File: config.mk
export PLATFORM = sky130hd
export DESIGN_NAME = des_round_engine_flat
export DESIGN_NICKNAME = d
export VERILOG_FILES = /design/src/rtl/des_round_engine_if.sv /design/src/rtl/des_round_engine.sv /design/src/flat_wrapper.sv
export SDC_FILE = /design/constraint.sdc
export NUM_CORES = 1
export LEC_CHECK = 0
export CAP_MARGIN = 20
export CORE_MARGIN = 4
export CORE_UTILIZATION = 45
export DETAILED_ROUTE_END_ITERATION = 8
export PLACE_DENSITY = 0.8
export RECOVER_POWER = 25
export SLEW_MARGIN = 5
export SYNTH_ARGS = -nofsm -noshare
export SYNTH_HDL_FRONTEND = slang
export SYNTH_SLANG_ARGS = --single-unit
export TNS_END_PERCENT = 5
File: constraint.sdc
create_clock -name clk -period 4.75 [get_ports clk]
set_input_delay 0.95 -clock clk [delete_from_list [all_inputs] [get_ports clk]]
set_output_delay 0.95 -clock clk [all_outputs]
set_load 0.02 [all_outputs]
File: src/rtl/des_round_engine_if.sv
// rtl/des_round_engine_if.sv - block in/out handshake bundle for des_round_engine
interface des_round_engine_if;
  logic        in_valid;
  logic        in_ready;
  logic        in_decrypt;
  logic [63:0] data_in;
  logic        out_valid;
  logic        out_ready;
  logic [63:0] data_out;

  modport master (
    output in_valid, in_decrypt, data_in, out_ready,
    input  in_ready, out_valid, data_out
  );

  modport slave (
    input  in_valid, in_decrypt, data_in, out_ready,
    output in_ready, out_valid, data_out
  );
endinterface

File: src/rtl/des_round_engine.sv
// rtl/des_round_engine.sv - iterative DES/3DES data path with key_generator sequencing
// Bit numbering follows the DES tables: table entry 1 is the MSB of the word.
module des_feistel (
  input  logic [31:0] r,
  input  logic [47:0] subkey,
  output logic [31:0] f
);
  localparam int E_T [48] = '{
    32, 1, 2, 3, 4, 5, 4, 5, 6, 7, 8, 9, 8, 9, 10, 11, 12, 13, 12, 13, 14, 15, 16, 17,
    16, 17, 18, 19, 20, 21, 20, 21, 22, 23, 24, 25, 24, 25, 26, 27, 28, 29, 28, 29, 30, 31, 32, 1};
  localparam int P_T [32] = '{
    16, 7, 20, 21, 29, 12, 28, 17, 1, 15, 23, 26, 5, 18, 31, 10,
    2, 8, 24, 14, 32, 27, 3, 9, 19, 13, 30, 6, 22, 11, 4, 25};
  // S1..S8, each 4 rows of 16, row = outer bits, column = inner four bits
  localparam logic [3:0] S_T [512] = '{
    14,4,13,1,2,15,11,8,3,10,6,12,5,9,0,7, 0,15,7,4,14,2,13,1,10,6,12,11,9,5,3,8,
    4,1,14,8,13,6,2,11,15,12,9,7,3,10,5,0, 15,12,8,2,4,9,1,7,5,11,3,14,10,0,6,13,
    15,1,8,14,6,11,3,4,9,7,2,13,12,0,5,10, 3,13,4,7,15,2,8,14,12,0,1,10,6,9,11,5,
    0,14,7,11,10,4,13,1,5,8,12,6,9,3,2,15, 13,8,10,1,3,15,4,2,11,6,7,12,0,5,14,9,
    10,0,9,14,6,3,15,5,1,13,12,7,11,4,2,8, 13,7,0,9,3,4,6,10,2,8,5,14,12,11,15,1,
    13,6,4,9,8,15,3,0,11,1,2,12,5,10,14,7, 1,10,13,0,6,9,8,7,4,15,14,3,11,5,2,12,
    7,13,14,3,0,6,9,10,1,2,8,5,11,12,4,15, 13,8,11,5,6,15,0,3,4,7,2,12,1,10,14,9,
    10,6,9,0,12,11,7,13,15,1,3,14,5,2,8,4, 3,15,0,6,10,1,13,8,9,4,5,11,12,7,2,14,
    2,12,4,1,7,10,11,6,8,5,3,15,13,0,14,9, 14,11,2,12,4,7,13,1,5,0,15,10,3,9,8,6,
    4,2,1,11,10,13,7,8,15,9,12,5,6,3,0,14, 11,8,12,7,1,14,2,13,6,15,0,9,10,4,5,3,
    12,1,10,15,9,2,6,8,0,13,3,4,14,7,5,11, 10,15,4,2,7,12,9,5,6,1,13,14,0,11,3,8,
    9,14,15,5,2,8,12,3,7,0,4,10,1,13,11,6, 4,3,2,12,9,5,15,10,11,14,1,7,6,0,8,13,
    4,11,2,14,15,0,8,13,3,12,9,7,5,10,6,1, 13,0,11,7,4,9,1,10,14,3,5,12,2,15,8,6,
    1,4,11,13,12,3,7,14,10,15,6,8,0,5,9,2, 6,11,13,8,1,4,10,7,9,5,0,15,14,2,3,12,
    13,2,8,4,6,15,11,1,10,9,3,14,5,0,12,7, 1,15,13,8,10,3,7,4,12,5,6,11,0,14,9,2,
    7,11,4,1,9,12,14,2,0,6,10,13,15,3,5,8, 2,1,14,7,4,10,8,13,15,12,9,0,3,5,6,11};

  logic [47:0] x;
  logic [5:0]  six;
  logic [8:0]  sidx;
  logic [31:0] s_out;

  always_comb begin
    x     = '0;
    six   = '0;
    sidx  = '0;
    s_out = '0;
    f     = '0;
    for (int i = 0; i < 48; i++) x[47-i] = r[32-E_T[i]];
    x = x ^ subkey;
    for (int b = 0; b < 8; b++) begin
      six  = x[47-6*b -: 6];
      sidx = {b[2:0], six[5], six[0], six[4:1]};
      s_out[31-4*b -: 4] = S_T[sidx];
    end
    for (int i = 0; i < 32; i++) f[31-i] = s_out[32-P_T[i]];
  end
endmodule

module des_round_engine #(
  parameter int PASSES = 3
) (
  input  logic              clk,
  input  logic              rst,
  des_round_engine_if.slave bus,
  output logic              busy,
  input  logic [47:0]       subkey,
  output logic              key_enable,
  output logic [4:0]        round_count,
  output logic [1:0]        key_count,
  output logic              cnt_rollover,
  output logic              key_rollover,
  output logic              reverse
);
  typedef enum logic [2:0] {IDLE, LOAD, PRIME, ROUND, PASS_END, DONE} state_t;

  localparam logic [1:0] LAST_PASS = 2'(PASSES - 1);
  localparam int IP_T [64] = '{
    58, 50, 42, 34, 26, 18, 10, 2, 60, 52, 44, 36, 28, 20, 12, 4,
    62, 54, 46, 38, 30, 22, 14, 6, 64, 56, 48, 40, 32, 24, 16, 8,
    57, 49, 41, 33, 25, 17, 9, 1, 59, 51, 43, 35, 27, 19, 11, 3,
    61, 53, 45, 37, 29, 21, 13, 5, 63, 55, 47, 39, 31, 23, 15, 7};
  localparam int FP_T [64] = '{
    40, 8, 48, 16, 56, 24, 64, 32, 39, 7, 47, 15, 55, 23, 63, 31,
    38, 6, 46, 14, 54, 22, 62, 30, 37, 5, 45, 13, 53, 21, 61, 29,
    36, 4, 44, 12, 52, 20, 60, 28, 35, 3, 43, 11, 51, 19, 59, 27,
    34, 2, 42, 10, 50, 18, 58, 26, 33, 1, 41, 9, 49, 17, 57, 25};

  function automatic logic [63:0] ip_perm(input logic [63:0] d);
    logic [63:0] o;
    o = '0;
    for (int i = 0; i < 64; i++) o[63-i] = d[64-IP_T[i]];
    return o;
  endfunction

  function automatic logic [63:0] fp_perm(input logic [63:0] d);
    logic [63:0] o;
    o = '0;
    for (int i = 0; i < 64; i++) o[63-i] = d[64-FP_T[i]];
    return o;
  endfunction

  state_t      state, nxt;
  logic [63:0] blk;
  logic [31:0] l, r, f_out;
  logic        mode_q;
  logic [4:0]  rnd;
  logic        last_pass;

  des_feistel u_feistel (
    .r      (r),
    .subkey (subkey),
    .f      (f_out)
  );

  assign last_pass    = (key_count == LAST_PASS);
  assign bus.in_ready  = (state == IDLE);
  assign bus.out_valid = (state == DONE);
  assign bus.data_out  = blk;
  assign busy          = (state != IDLE);
  // key_generator needs the direction before LOAD, so follow the live input while idle
  assign reverse       = (state == IDLE) ? bus.in_decrypt : mode_q;

  always_comb begin
    nxt          = state;
    key_enable   = 1'b0;
    round_count  = 5'd0;
    cnt_rollover = 1'b0;
    key_rollover = 1'b0;
    case (state)
      IDLE:     if (bus.in_valid) nxt = LOAD;
      LOAD: begin
        key_enable = 1'b1;
        nxt        = PRIME;
      end
      PRIME: begin
        key_enable  = 1'b1;
        round_count = 5'd1;
        nxt         = ROUND;
      end
      ROUND: begin
        round_count = rnd + 5'd1;
        key_enable  = (rnd < 5'd16);
        if (rnd == 5'd16) nxt = PASS_END;
      end
      PASS_END: begin
        cnt_rollover = 1'b1;
        key_rollover = last_pass;
        nxt          = last_pass ? DONE : LOAD;
      end
      DONE:     if (bus.out_ready) nxt = IDLE;
      default:  nxt = IDLE;
    endcase
  end

  always_ff @(posedge clk) begin
    if (rst) begin
      state     <= IDLE;
      blk       <= '0;
      l         <= '0;
      r         <= '0;
      mode_q    <= 1'b0;
      key_count <= 2'd0;
      rnd       <= 5'd0;
    end else begin
      state <= nxt;
      case (state)
        IDLE: begin
          if (bus.in_valid) begin
            blk       <= bus.data_in;
            mode_q    <= bus.in_decrypt;
            key_count <= 2'd0;
          end
        end
        LOAD:  {l, r} <= ip_perm(blk);
        PRIME: rnd <= 5'd1;
        ROUND: begin
          l   <= r;
          r   <= l ^ f_out;
          rnd <= rnd + 5'd1;
        end
        PASS_END: begin
          blk       <= fp_perm({r, l});
          key_count <= last_pass ? 2'd0 : key_count + 2'd1;
        end
        default: ;
      endcase
    end
  end
endmodule

File: src/flat_wrapper.sv
// flat-port wrapper written by rule: the top's interface ports become plain ports
module des_round_engine_flat 
#(
  parameter int PASSES = 3
)
  (clk, rst, busy, subkey, key_enable, round_count, key_count, cnt_rollover, key_rollover, reverse, bus_in_valid, bus_in_decrypt, bus_data_in, bus_out_ready, bus_in_ready, bus_out_valid, bus_data_out);
  des_round_engine_if bus_i ();
  input  logic clk;
  input  logic rst;
  output logic busy;
  input  logic [47:0] subkey;
  output logic key_enable;
  output logic [4:0] round_count;
  output logic [1:0] key_count;
  output logic cnt_rollover;
  output logic key_rollover;
  output logic reverse;
  input wire logic [$bits(bus_i.in_valid)-1:0] bus_in_valid;
  input wire logic [$bits(bus_i.in_decrypt)-1:0] bus_in_decrypt;
  input wire logic [$bits(bus_i.data_in)-1:0] bus_data_in;
  input wire logic [$bits(bus_i.out_ready)-1:0] bus_out_ready;
  output wire logic [$bits(bus_i.in_ready)-1:0] bus_in_ready;
  output wire logic [$bits(bus_i.out_valid)-1:0] bus_out_valid;
  output wire logic [$bits(bus_i.data_out)-1:0] bus_data_out;
  assign bus_i.in_valid = bus_in_valid;
  assign bus_i.in_decrypt = bus_in_decrypt;
  assign bus_i.data_in = bus_data_in;
  assign bus_i.out_ready = bus_out_ready;
  assign bus_in_ready = bus_i.in_ready;
  assign bus_out_valid = bus_i.out_valid;
  assign bus_data_out = bus_i.data_out;
  des_round_engine #(.PASSES(PASSES)) u_core (.clk(clk), .rst(rst), .bus(bus_i), .busy(busy), .subkey(subkey), .key_enable(key_enable), .round_count(round_count), .key_count(key_count), .cnt_rollover(cnt_rollover), .key_rollover(key_rollover), .reverse(reverse));
endmodule
# Yosys cells after proc, flatten, opt, wreduce, memory -nomap -nowiden
# Memories as Yosys holds them, arrays and structs flattened.
# Index checks and enable logic that the tools add are counted.
# Widths: inputs -> output; s select.
# word_totals
n_memories	8
mem_bits_ro	16384
out_inout_bits	78
input_bits	117
reg_bits	139
# mem_list
name	words	word_bits	rd	rd_clocked_by_memory_dff	wr	line	rtl
(no name shown)	512	4	1	0	0	des_round_engine.sv:49	s_out[31-4*b -: 4] = S_T[sidx];
(no name shown)	512	4	1	0	0	des_round_engine.sv:49	
(no name shown)	512	4	1	0	0	des_round_engine.sv:49	
(no name shown)	512	4	1	0	0	des_round_engine.sv:49	
(no name shown)	512	4	1	0	0	des_round_engine.sv:49	
(no name shown)	512	4	1	0	0	des_round_engine.sv:49	
2 more memories	-	-	-	-	-	-	
# op_classes
eq_ne	10
n_mux	34
bitwise_logic	10
magnitude_cmp	9
reduce_logical	9
addsub	2
# op_table
operator	n
$pmux 32 s2	2
$pmux 64 s2	1
$ge 10x10->1 const B	8
$mux 4	16
$mux 64	1
$xor 48x48->48	1
$not 9->10	4
$xor 32x32->32	1
$not 8->10	2
$pmux 5 s2	2
$pmux 3 s6	1
$mux 3	4
$not 6->10	1
$not 7->10	1
$eq 3x2->1 const B	2
$eq 3x3->1 const B	2
$reduce_bool 2->1	3
$add 5x1->5 const B	1
$eq 5x5->1 const B	1
$lt 5x5->1 const B	1
$mux 2	2
$ne 2x2->1 const B	2
$pmux 2 s2	1
$reduce_and 2->1	2
10 further kinds	12

# Logic depth before layout (Yosys ltp)
# Gate-level depths: netlist (run 1).
# logic_depth
depth_word	7
ltp_mapped	11
mapped_depth_nobuf	10

# Cells and area by module
# Synthesis (run 1) repeated with hierarchy kept, for this count alone.
# unflattened
hier_cells	1544
area_unflattened_um2	12271.8
# by_module_without_submodules
module	cells_each	seq_area_each_um2	area_per_inst_um2	n_inst
des_round_engine	867	2782.7	7064.3	1
des_feistel	677	0.0	5207.5	1

# Worst setup path after synthesis (run 1)
# Ideal clock, no wire load.
# synth_path
kind	input -> register
start	in subkey[32]
end	reg u_core.r[2]
path_buffers	2
path_stages	11
setup_time_ns	0.144
path_slack_ns	1.456
arrival_time_ns	3.149
cell_sequence	xnor2_1 > clkbuf_1 > inv_1 > ha_1 > clkbuf_1 > mux4_2 > or2_0 > o31a_1 > o21ai_2 > xnor2_1 > a311oi_2
# synth_via
elab_chain_cells	7
# synth_rtl
item	line	rtl
start, declared	flat_wrapper.sv:11	input logic [47:0] subkey;
$xor 48x48->48	des_round_engine.sv:45	x = x ^ subkey;
$not 8->10 (implied by the code)	des_round_engine.sv:49	
$mem_v2 512x4	-	
$mux 4 (implied by the code) (2 in a row)	des_round_engine.sv:49	
$xor 32x32->32	des_round_engine.sv:174	r <= l ^ f_out;
$pmux 32 s2	des_round_engine.sv:162	case (state)
end signal, assigned	des_round_engine.sv:170	LOAD: {l, r} <= ip_perm(blk);
end signal, assigned	des_round_engine.sv:174	
end, declared	des_round_engine.sv:100	logic [31:0] l, r, f_out;
# Every way passes these cells. The select of a mux whose other input is x is not followed.
# A chain may end at the register's enable or synchronous reset.

# Worst setup path in the final report (run 1)
# layout_path
start	reg u_core.state[1]
end	reg u_core.r[2]
# layout_via
elab_chain_cells	2
word_cells_on_any_way	4
classes_between	2 x eq/ne; 1 x mux; 1 x reduce/logical
# layout_rtl
item	line	rtl
start, declared	des_round_engine.sv:98	state_t state, nxt;
start signal, assigned	des_round_engine.sv:161	state <= nxt;
$eq 3x2->1 / $eq 3x1->1 (equally long branches)	des_round_engine.sv:162	
$pmux 32 s2 / $reduce_bool 2->1 (equally long branches)	-	
# Parallel ways exist; a longest one is shown, timed or not.

==> results of run 1 <==
## layout make-up
class | count | area share (%)
clock inverter | 12 | 0.808
inverter | 48 | 1.25
multi-input combinational | 1152 | 57.7
clock buffer | 20 | 3.17
tap | 335 | 2.91
timing repair buffer | 221 | 14.8
sequential | 139 | 19.4
## power groups by stage
stage	Sequential [mW]	Clock [mW]	Combinational, mW
6_report	1.47	1.32	2.21
4_1_cts	1.47	1.34	2.18
2_1_floorplan	1.46	0	1.58
3_5_place_dp	1.49	0	2.17
3_3_place_gp	1.49	0	2.13
5_1_grt	1.49	1.40	2.41
## stage by stage
step | area [um^2] | utilization (%) | instances | total power [mW]
final | 14400 | 55.6 | 1927 | 5.00
after global routing | 14400 | 55.6 | 1927 | 5.30
after detailed placement | 13800 | 53.4 | 1893 | 3.66
after global placement | 13800 | 53.4 | 1893 | 3.62
after floorplan | 11800 | - | 1461 | 3.04
after CTS | 14400 | 55.6 | 1925 | 4.99
## cell usage after synthesis, types with 23 or more instances
| master | instances |
|---|---|
| nand2_1 | 193 |
| nor2_1 | 169 |
| dfxtp_1 | 139 |
| clkbuf_1 | 81 |
| a311oi_1 | 73 |
| a21oi_1 | 71 |
| xnor2_1 | 65 |
| a211oi_1 | 64 |
| ha_1 | 64 |
| mux2i_1 | 45 |
| inv_1 | 39 |
| xor2_1 | 38 |
| o21ai_0 | 36 |
| nand3_1 | 30 |
| mux4_2 | 29 |
| nor3_1 | 29 |
| o22ai_1 | 26 |
| a31oi_1 | 24 |
| buf_2 | 23 |
| nor3b_1 | 23 |
## layer usage
layer | vias to the layer above | share of wire (%) | GRT usage (%)
li1 | 5538 | - | -
met1 | 5582 | 42 | 34.6
met2 | 541 | 46 | 40.5
met3 | 71 | 9.1 | 6.64
met4 | 0 | 2.6 | 7.08
met5 | - | 0 | 0
## worst max path at each step
stage               depth (start not counted)      endpoint            start
floorplan                                  11   u_core.r[2]       subkey[32]
detailed placement                         10  u_core.r[31]       subkey[25]
global placement                            8   u_core.r[8]       subkey[33]
global route                                4   u_core.r[2]  u_core.state[1]
finish                                      4   u_core.r[2]  u_core.state[1]
CTS                                         4  key_rollover  u_core.state[1]
## cells by family after synthesis
family                   Yosys count  share of synthesized area [%]
multiplexers                      76                           9.53
XOR/XNOR                         137                           12.8
flip-flops                       139                           23.6
adder cells (fa/ha/maj)           64                           6.78
buffers and inverters            170                           6.25
AND/OR/NAND/NOR                  477                           17.3
AO/OA/AOI/OAI                    398                           23.8
## critical path, cell delays in order, from the launching register on
cell and delay, ns:
dfxtp_4 0.68, clkbuf_1 2.27, o21ai_0 0.22, and2_0 0.30, a311oi_2 0.22
## sequential cells by signal, summed over array words and instances (netlist names)
signal / cells
u_core.l: 32
u_core.key_count: 2
u_core.state: 3
u_core.bus.data_out: 64
u_core.mode_q: 1
u_core.r: 32
u_core.rnd: 5
==> results by group, run 1 <==
Status
  – Status: finished, violations left
  – Failing checks: capacitance limit, slew limit

Worst setup path
  – Critical path required time: 5.07 ns
  – Setup crit end kind: register
  – FF-to-FF End: u_core.r[2]
  – Max Fanout on Critical Path: 50
  – Crit path launch type: register
  – Reg2reg path depth: 4
  – Worst r2r src: u_core.state[1]
  – Worst setup path class: register to register
  – Reg2Reg Setup Slack: 0.91 ns
  – Critical path data arrival time: 4.16 ns

Synth
  – Synthesis Warnings: 0
  – Syn_nets: 1642
  – Post-synth cell types: 69
  – Post-synth EDFFs: 0
  – Synth Flop Type: dfxtp_1
  – Share of the synthesized area in the top cell type: 23.6%
  – Mapped Area: 11800 um^2
  – Yosys reg bits: 139
  – Syn Area/Cell: 8.09 um^2
  – Synth area leader: dfxtp_1
  – Synth Instances: 1461
  – Register area share after synthesis: 23.6%
  – Async set-reset flop share out of synthesis: 0%
  – Top post-synthesis cells by area: dfxtp_1, ha_1, nand2_1

Job
  – # Max-Cap Violations: 2

GRT
  – Initial antenna violation count: 0
  – Remaining global-route overflow: 0
  – Total Routing Usage GR: 25.5%
  – Largest net degree at the start of global routing: 100
  – Vias in the first global route: 11100
  – First-pass GRT wire length: 60100 um

Worst hold path
  – Hold Startpoint: u_core.mode_q
  – Hold Crit Class: register to register
  – End of the worst hold path: u_core.mode_q
  – Worst hold stages: 2

Routing
  – Drt initial violations: 1123
  – Post-Route WL: 38300 um
  – DRT Pass-1 Iters: 5
  – # DRC: 0
  – DR WL/cell: 19.9 um
  – ANT nets after route: 0
  – Vias: 11700
  – Vias/cell: 6.09

Pwr
  – VDD IR max: 0.200 mV
  – Sw power: 1.99 mW
  – Sw frac: 39.7%
  – Flop pwr share: 29.4%
  – Cell internal pwr: 3.02 mW
  – Comb power frac: 44.1%
  – P_leak: 5.29 nW
  – PwrDens: 348 nW/um^2
  – Clk pwr share: 26.5%

CTS
  – Post_cts resized: 0
  – Root buf cell: clkbuf_16
  – Clock Path Buffers: 2
  – Cts hold-fix bufs: 0
  – Postcts setup bufs: 0
  – Clk_lat worst skew: 0.43 ns
  – Sink Count: 139
  – Cts bufs inserted: 17
  – Worst-path clk slew: 0.06 ns
  – CTS H-tree depth: 4
  – CTS tree: done

STA
  – Fin Setup TNS: 0 ns
  – Clock skew: 0.0122 ns
  – Max-slew headroom: -110%
  – Min Tclk post-route: 3.84 ns
  – Worst Slack Setup Final: 0.908 ns
  – Fmax achieved: 260 MHz
  – Hold_ws: 0.483 ns
  – Max Slew Vio Count: 124
  – Hold Violations, Final: 0
  – Final worst-path cycle share: 80.9%
  – Final-report setup violation count: 0
  – RSZ-0062 raised after global routing: no
  – Worst-Margin Slew: 3.14 ns

Placed design
  – Dpl ws: 0.949 ns
  – Routability cong.: 0.942
  – Port Buffers: 194
  – Post-DP HPWL: 26400 um

Floorplanning
  – Rows: 59
  – Die height: 170 um
  – Die area: 28900 um^2
  – DIE WIDTH: 170 um
  – Core area: 25900 um^2
  – Top Ports: 195
  – Initial Utilization: 45.6%

Cells and area
  – Commonest non-fill, non-tap cell in the layout: nand2_1
  – Antenna Cells: 0
  – Multi-input gate area: 8300 um^2
  – # fillers: 2307
  – Nets: 1760
  – Most frequent cells in the layout: nand2_1, clkdlybuf4s50_1, nor2_1, dfxtp_1, a311oi_1
  – Register area: 2790 um^2
  – Area delta synth->final: 21.8%
  – Fraction of layout cells with a size suffix above 1: 8.92%
Power figures use the tool's default switching activity.
==> run 2, diff against run 1 <==
PLACE_DENSITY = 0.83   (was 0.8)
clock period = 3.1 ns   (was 4.75 ns; I/O delays follow)
==> results by group, run 2 (synthesis gave the netlist of run 1 again) <==
Worst setup path
  – Setup crit end kind: register
  – Worst-path cell chain: clkdlybuf4s50_1 -> xor2_2 -> ha_1 -> mux4_2 -> nand2_1 -> o21ai_1 -> mux2i_1 -> buf_4 -> xnor2_1 -> o22ai_1
  – Worst setup path class: input port to register
  – FF-to-FF End: u_core.r[3]
  – Critical path data arrival time: 3.17 ns
  – Max Fanout on Critical Path: 9
  – Reg2reg path depth: 9
  – Critical path required time: 3.39 ns
  – Worst r2r src: u_core.r[9]
  – Slowest CP cell: clkdlybuf4s50_1
  – CP max stage delay: 0.51 ns
  – Reg2Reg Setup Slack: 0.28 ns
  – Crit path launch type: input port

GRT
  – Total Routing Usage GR: 27.1%
  – Initial antenna violation count: 0
  – First-pass GRT wire length: 63800 um
  – Remaining global-route overflow: 0
  – Largest net degree at the start of global routing: 73
  – Vias in the first global route: 11900

Cells and area
  – Most frequent cells in the layout: nand2_1, clkdlybuf4s50_1, nor2_1, buf_4, dfxtp_1
  – Largest register FFs: 64
  – # fillers: 2225
  – Antenna Cells: 0
  – Fraction of layout cells with a size suffix above 1: 16.3%
  – Area delta synth->final: 32.0%
  – Nets: 1898
  – Commonest non-fill, non-tap cell in the layout: nand2_1

CTS
  – Clock Path Buffers: 2
  – Cts hold-fix bufs: 0
  – Worst-path clk slew: 0.06 ns
  – Cts bufs inserted: 17
  – Post_cts resized: 0
  – CTS tree: done
  – Sink Count: 139
  – CTS H-tree depth: 4
  – Root buf cell: clkbuf_16
  – Clk_lat worst skew: 0.43 ns
  – Postcts setup bufs: 0

Pwr
  – Clk pwr share: 28.4%
  – Overall power: 8.52 mW
  – Sw frac: 37.1%
  – Flop pwr share: 26.0%
  – VDD IR max: 0.339 mV
  – Cell internal pwr: 5.36 mW
  – PwrDens: 546 nW/um^2
  – Sw power: 3.16 mW
  – Comb power frac: 45.7%
  – P_leak: 6.04 nW

Job
  – # Max-Cap Violations: 0

STA
  – Max-slew headroom: 12.3%
  – Hold Violations, Final: 0
  – Final-report setup violation count: 0
  – Worst-Margin Slew: 1.32 ns
  – RSZ-0062 raised after global routing: no
  – Max Slew Vio Count: 0
  – Clock skew: 0.00943 ns
  – Fmax achieved: 347 MHz
  – Worst Slack Setup Final: 0.216 ns
  – Final worst-path cycle share: 93.0%
  – Min Tclk post-route: 2.88 ns

Routing
  – DRT Pass-1 Iters: 5
  – # DRC: 0
  – Post-Route WL: 40300 um
  – DR WL/cell: 19.5 um
  – Drt initial violations: 967
  – Vias/cell: 5.92
  – ANT nets after route: 0
  – Vias: 12200

Worst hold path
  – End of the worst hold path: u_core.mode_q
  – Hold Startpoint: u_core.mode_q
  – Hold Crit Class: register to register
  – Worst hold stages: 2

Placed design
  – Port Buffers: 194
  – Routability cong.: 1.00
  – Post-DP HPWL: 29600 um
  – Dpl ws: -0.182 ns

Floorplanning
  – Rows: 59
  – Die area: 28900 um^2
  – Core area: 25900 um^2
  – Die height: 170 um
  – Initial Utilization: 45.6%
  – DIE WIDTH: 170 um
  – Top Ports: 195

Status
  – Status: completed
run 2: routing by layer:
layer	wire length [um]	GRT usage [%]	vias up
li1	-	-	5821
met1	16700	35.7	5808
met4	1050	7.81	0
met3	3240	5.41	61
met2	19300	45.4	527
met5	0	0	-
run 2: critical path, delay by kind of cell:
family,cells,cell delay (ns)
buf+inv,2,0.69
fa+ha+maj,1,0.40
compound gates,2,0.17
xor+xnor,2,0.43
simple gates,1,0.08
mux,2,0.79
run 2: cell type report:
class,instances,area (um^2),area share (%)
flip-flops and latches,139,2780,17.8
inverters,48,180,1.16
clock inverters,11,218,1.40
multi-input cells,1152,8310,53.3
repair buffers,359,3240,20.8
well taps,335,419,2.69
clock buffers,19,453,2.90
run 2: how the worst max path moves through the flow:
stage                           from          end  slack [ns]  cells past startpoint
final                     subkey[14]  u_core.r[3]        0.22                     10
after global routing       subkey[1]  u_core.r[5]        0.15                     12
after CTS                 subkey[14]  u_core.r[3]        0.25                     10
after detailed placement  subkey[14]  u_core.r[3]       -0.18                     10
after global placement    subkey[14]  u_core.r[3]        -0.1                     10
after floorplan           subkey[32]  u_core.r[2]        0.14                     11
run 2: metrics by stage:
step | util [%] | TNS (ns) | instances | hold slack (ns) | instance area, um^2
3_5_place_dp | 57.6 | -0.234 | 2032 | 0.462 | 14900
6_report | 60.2 | 0 | 2063 | 0.469 | 15600
2_1_floorplan | - | 0 | 1461 | 0.434 | 11800
4_1_cts | 60.2 | 0 | 2062 | 0.472 | 15600
3_3_place_gp | 57.6 | -0.0977 | 2032 | 0.442 | 14900
5_1_grt | 60.2 | 0 | 2063 | 0.485 | 15600
run 2: power by group through the flow:
stage	sequential, mW	combinational (mW)	clock (mW)
after CTS	2.21	3.87	2.43
after global placement	2.24	3.78	0
final	2.21	3.89	2.42
after global routing	2.24	4.23	2.50
after floorplan	2.24	2.42	0
after detailed placement	2.25	3.83	0
==> run 3, diff against run 2 <==
CTS_CLUSTER_SIZE = 14   (was default)
==> results of run 3 <==
Final layout, timing and power as in run 2 (identical DEF).
